### config.mk
export PLATFORM = sky130hd
export DESIGN_NAME = simt_reconv_ctrl
export DESIGN_NICKNAME = d
export VERILOG_FILES = /design/src/rtl/simt_reconv_ctrl.sv
export SDC_FILE = /design/constraint.sdc
export NUM_CORES = 1
export LEC_CHECK = 0
export BUFFER_PORTS_ARGS = -buffer_cell sky130_fd_sc_hd__clkbuf_2
export CORE_MARGIN = 4
export CORE_UTILIZATION = 30
export CTS_CLUSTER_DIAMETER = 30
export DETAILED_ROUTE_END_ITERATION = 6
export GPL_ROUTABILITY_DRIVEN = 0
export PLACE_DENSITY_LB_ADDON = 0.05
export SLEW_MARGIN = 20
export SYNTH_ARGS = -nofsm -noshare
export SYNTH_HDL_FRONTEND = slang
export SYNTH_SLANG_ARGS = --single-unit
### constraint.sdc
create_clock -name clk -period 7.2 [get_ports clk]
set_input_delay 1.08 -clock clk [delete_from_list [all_inputs] [get_ports clk]]
set_output_delay 1.08 -clock clk [all_outputs]
set_load 0.005 [all_outputs]
### src/rtl/simt_reconv_ctrl.sv
// simt_reconv_ctrl: warp PC / active-mask sequencer that splits divergent branches onto an
// external divergence stack and pops it back when the warp reaches its reconvergence PC.
module simt_reconv_ctrl #(
    parameter int LANES = 32,
    parameter int PC_WIDTH = 16,
    parameter int DEPTH = 8,
    parameter logic [PC_WIDTH-1:0] RESET_PC = '0
) (
    input  logic                         clk,
    input  logic                         rst,
    output logic [PC_WIDTH-1:0]          pc,
    output logic [LANES-1:0]             act_mask,
    output logic                         pc_valid,
    input  logic                         adv,
    input  logic                         br_valid,
    output logic                         br_ready,
    input  logic [LANES-1:0]             br_taken,
    input  logic [PC_WIDTH-1:0]          br_target_pc,
    input  logic [PC_WIDTH-1:0]          br_fall_pc,
    input  logic [PC_WIDTH-1:0]          br_reconv_pc,
    output logic                         stk_push,
    output logic                         stk_pop,
    output logic [LANES-1:0]             stk_push_mask,
    output logic [2*PC_WIDTH-1:0]        stk_push_data,
    input  logic [LANES-1:0]             stk_top_mask,
    input  logic [2*PC_WIDTH-1:0]        stk_top_data,
    input  logic                         stk_empty,
    input  logic [$clog2(DEPTH+1)-1:0]   stk_depth,
    output logic                         err_ovf,
    output logic [7:0]                   div_count
);
    localparam logic [1:0] RUN = 2'd0, PUSH_R = 2'd1, PUSH_E = 2'd2, ERR = 2'd3;
    logic [1:0] state;
    logic [PC_WIDTH-1:0] cur_reconv, tgt_pc, fall_pc, rcv_pc;
    logic [LANES-1:0] t_mask, n_mask, t, n;
    logic match, room;
    always_comb begin
        match = state == RUN && pc == cur_reconv && !stk_empty;
        pc_valid = state == RUN && !match;
        br_ready = pc_valid;
        stk_pop = !rst && match;
        stk_push = !rst && (state == PUSH_R || state == PUSH_E);
        stk_push_mask = state == PUSH_R ? act_mask : state == PUSH_E ? n_mask : '0;
        stk_push_data = state == PUSH_R ? {rcv_pc, cur_reconv} : state == PUSH_E ? {fall_pc, rcv_pc} : '0;
        t = act_mask & br_taken;
        n = act_mask & ~br_taken;
        room = int'(stk_depth) + 2 <= DEPTH;
    end
    // a divergent branch needs two free entries: reconvergence context plus the else path
    always_ff @(posedge clk) begin
        if (rst) begin
            state <= RUN;
            pc <= RESET_PC;
            act_mask <= '1;
            cur_reconv <= '1;
            err_ovf <= 1'b0;
            div_count <= '0;
        end else begin
            case (state)
                RUN: begin
                    if (match) begin
                        act_mask <= stk_top_mask;
                        pc <= stk_top_data[2*PC_WIDTH-1:PC_WIDTH];
                        cur_reconv <= stk_top_data[PC_WIDTH-1:0];
                    end else if (br_valid) begin
                        if (t == '0 || n == '0) begin
                            pc <= n == '0 ? br_target_pc : br_fall_pc;
                        end else if (room) begin
                            t_mask <= t;
                            n_mask <= n;
                            tgt_pc <= br_target_pc;
                            fall_pc <= br_fall_pc;
                            rcv_pc <= br_reconv_pc;
                            div_count <= div_count + {7'd0, div_count != 8'hff};
                            state <= PUSH_R;
                        end else begin
                            err_ovf <= 1'b1;
                            state <= ERR;
                        end
                    end else if (adv) begin
                        pc <= pc + 1'b1;
                    end
                end
                PUSH_R: state <= PUSH_E;
                PUSH_E: begin
                    act_mask <= t_mask;
                    pc <= tgt_pc;
                    cur_reconv <= rcv_pc;
                    state <= RUN;
                end
                default: state <= ERR;
            endcase
        end
    end
endmodule

==> flow_summary_export.csv <==
group,metric,value,unit
outcome,status,"finished, final reports clean",
sta,final_hold_viol_count,0,
yosys,yosysWarnings,0,
grt,globalRouteOverflowTotal,0,
placed_design,port_buffers,277,
finish,post_route_cells_drive_above_1_share,30.3,%
yosys,yosys.area.top_type_share,36.8,%
sta,final.setup.worst_slack,3.04,ns
sta,max_freq,0.240,GHz
finish,fillers,3129,
sta,rsz0062_at_grt,"false",
power,ir_worst_vdd,0.138,mV
routing,vias,7648,
yosys,synth_mux_area_share,3.73,%
sta,timing.slew.headroom,26.5,%
clock_network,cts.clk_slew.worst_paths,0.08,ns
yosys,post_synth_inst_count,893,
routing,post_drt_via_cell_ratio,4.96,
finish,nNetsFinal,1299,
power,power_density_of_the_placed_cells,350,nW/um2
power,p_total,4.00,mW
routing,routed_wire_length_per_instance,20.8,um
placed_design,dpl_worst_slack,2.51,ns
floorplanning,standard_cell_core_area,29800,um2
finish,flow.area_growth_from_synthesis,25.2,%
clock_network,clock_insertion_delay_worst_skew,0.44,ns
sta,total_negative_slack_for_setup_checks,0,ns
yosys,synth-async-reset-ratio,0,%
worst_setup_path,critPathKind,"input pin to flip-flop",
routing,1st_pass_router_iterations,5,
yosys,synthesized_area_fraction_occupied_by_ao_oa_aoi_and_oai_cells,16.9,%
worst_setup_path,worst_ep_arrival_time,4.24,ns
floorplanning,initial_core_util,30.6,%
worst_setup_path,setup.worst_path.end_class,"flip-flop",
yosys,synth_xor_xnor_area_share,3.07,%
worst_setup_path,critPathSlowestCell,"nor2_4",
routing,postRouteAntennaNets,0,
clock_network,tritoncts_num_sinks,187,
sta,setup_violations,0,
yosys,synth_largest_area_cell,"edfxtp_1",
grt,grt_first_pass_wirelength,47500,um
worst_setup_path,crit_path_start_kind,"input pin",
clock_network,maximum_level_of_the_cts_h_tree,4,
floorplanning,die_outline_area,33300,um2
sta,period_share,57.8,%
routing,detailedRoute.firstIterationViolations,531,
clock_network,post-cts-setup-buffer-count,0,
floorplanning,num_ports,278,
yosys,post_synth_main_area_contributors,"edfxtp_1 37%, dfxtp_1 16%, a22o_1 5.8%",
yosys,synth_edf_count,112,
worst_setup_path,endpoint_required_time_on_the_critical_path,7.28,ns
yosys,synth_adder_area_share,1.10,%
clock_network,post_cts.resized_instances,0,
worst_setup_path,timing.critical_path.max_delay_family,"simple AND/OR/NAND/NOR gates",
yosys,synthDistinctLibCells,57,
yosys,synth_top_family_by_area,"simple AND/OR/NAND/NOR gates",
power,power.static_leakage,4.55,nW
floorplanning,die_height,182,um
grt,number_of_global_route_vias_before_repair,7575,
worst_setup_path,worst-path-buf-inv,2,
grt,grt_start_max_net_pins,70,
sta,post_route_clock_skew,0.0126,ns
clock_network,cts-root-buf,"clkbuf_16",
grt,number_of_antenna_violations_at_the_first_check_in_global_routing,3,
sta,final_max_slew_viol_count,0,
yosys,synth.yosys.seq_area_share,53.3,%
flow_run,max_cap_violations,0,
worst_hold_path,hp-class,"flip-flop to flip-flop",
placed_design,hpwlAfterDp,23800,um
yosys,netlist_area,9130,um2
clock_network,cts_inserted_buffers,17,
worst_setup_path,critical_path.max_stage_delay,0.69,ns
sta,fin_worst_hold_slack,0.482,ns
yosys,synth.net_count,1054,
yosys,synth_simple_gate_area_share,17.8,%
clock_network,ctsHoldBuffers,0,
yosys,yosys_register_bits,187,
floorplanning,floorplan.rows,63,
sta,tightest_slew,1.10,ns
worst_setup_path,worst-path-max-fanout,33,
routing,drc,0,
floorplanning,fp.dieW,182,um
yosys,postSynthAreaPerCell,10.2,um2
routing,wirelength,32000,um
yosys,postSynth.topFlopCell,"edfxtp_1",
grt,global_router_s_overall_resource_usage,18.7,%
worst_setup_path,crit_chain,"clkbuf_2 > nor2b_1 > nor4_1 > nand4_1 > or2_2 > nand4b_2 > nor2_4 > buf_4",
sta,final_period_minus_worst_setup_slack,4.16,ns
clock_network,tritoncts,"yes",
clock_network,cts-root-to-sink-buffers,2,
==> registers in the layout, summed over array words and instances, names as in the netlist <==
register	flops
act_mask	32
cur_reconv	16
div_count	8
err_ovf	1
fall_pc	16
n_mask	32
pc	16
rcv_pc	16
state	2
t_mask	32
tgt_pc	16
==> cell usage after synthesis (all sizes together) (5+ instances only) <==
| cell type | n |
|---|---|
| nand3 | 34 |
| nor4 | 13 |
| inv | 24 |
| or4 | 11 |
| clkbuf | 50 |
| nand4 | 10 |
| edfxtp | 112 |
| a22o | 61 |
| nor2b | 33 |
| nand2b | 5 |
| o21ai | 90 |
| nor3 | 6 |
| a31oi | 6 |
| or2 | 5 |
| o31ai | 13 |
| a21oi | 10 |
| nand2 | 140 |
| a22oi | 9 |
| xnor2 | 12 |
| and2 | 33 |
| nor2 | 25 |
| or3 | 5 |
| xor2 | 20 |
| dfxtp | 75 |
| buf | 11 |
| o211a | 12 |
| mux2i | 34 |
| ha | 8 |
==> area by class of cell <==
class                      count  area, um2  area share [%]
timing repair buffer         287       1460            12.8
clock inverter                14        149            1.30
clock buffer                  18        429            3.75
multi-input combinational    620       3940            34.5
inverter                      25       93.8           0.821
sequential                   187       4860            42.6
tap                          390        488            4.27
antenna                        1       2.50          0.0219
==> where the power goes <==
| group | internal, mW | total [mW] | switching (mW) |
|---|---|---|---|
| clock network | 0.467 | 0.950 | 0.483 |
| logic | 0.672 | 1.56 | 0.891 |
| registers | 1.30 | 1.49 | 0.195 |
==> final timing paths <==
| path | from | endpoint | slack, ns | cells after the start |
|---|---|---|---|---|
| setup / recovery | br_taken[3] | t_mask[27]$_DFFE_PP_ | 3.04 | 8 |
| hold / removal | err_ovf$_SDFFE_PP0P_ | err_ovf$_SDFFE_PP0P_ | 0.48 | 2 |
| setup reg to reg | state[0]$_SDFFE_PP0P_ | t_mask[27]$_DFFE_PP_ | 3.25 | 9 |
| hold reg to reg | err_ovf$_SDFFE_PP0P_ | err_ovf$_SDFFE_PP0P_ | 0.48 | 2 |
==> routing by layer <==
layer	up-vias	share of wire, %	GRT usage [%]
met4	6	1.1	4.08
met1	3638	45	25.3
met3	24	6.4	4.62
met5	-	0.15	0
li1	3745	-	-
met2	235	48	30.3
==> through the flow <==
step | utilization (%) | std cells | area [um2]
floorplan | - | 893 | 9130
global placement | 36.4 | 1509 | 10900
detailed placement | 36.4 | 1509 | 10900
CTS | 38.4 | 1541 | 11400
global route | 38.4 | 1541 | 11400
finish | 38.4 | 1542 | 11400
==> cells by family (layout without fill, tap and decap cells) <==
group           after synthesis  count (layout)
fa+ha+maj                     8               8
compound gates              221             221
flops                       187             187
other cells                   0               1
mux                          34              34
simple gates                325             325
xor+xnor                     32              32
buf+inv                      86             344
==> placed cells by master, fill, tap and decap left out, types with 13 or more instances in the layout <==
master / n
dfxtp_1: 75
and2_1: 22
edfxtp_1: 112
nor2_1: 23
nor2b_1: 33
mux2i_1: 34
xor2_1: 20
o21ai_0: 88
nor4_1: 13
o31ai_1: 13
clkbuf_16: 17
nand3_1: 34
clkbuf_2: 277
a22o_1: 60
inv_1: 24
nand2_1: 139
==> worst register-to-register path: cells and delay by family, from the launching register on <==
family          cells  cell delay (ns)
flops               1             0.43
buf+inv             2             0.64
fa+ha+maj           1             0.33
compound gates      1             0.52
simple gates        5             1.65
Power figures use the tool's default switching activity.
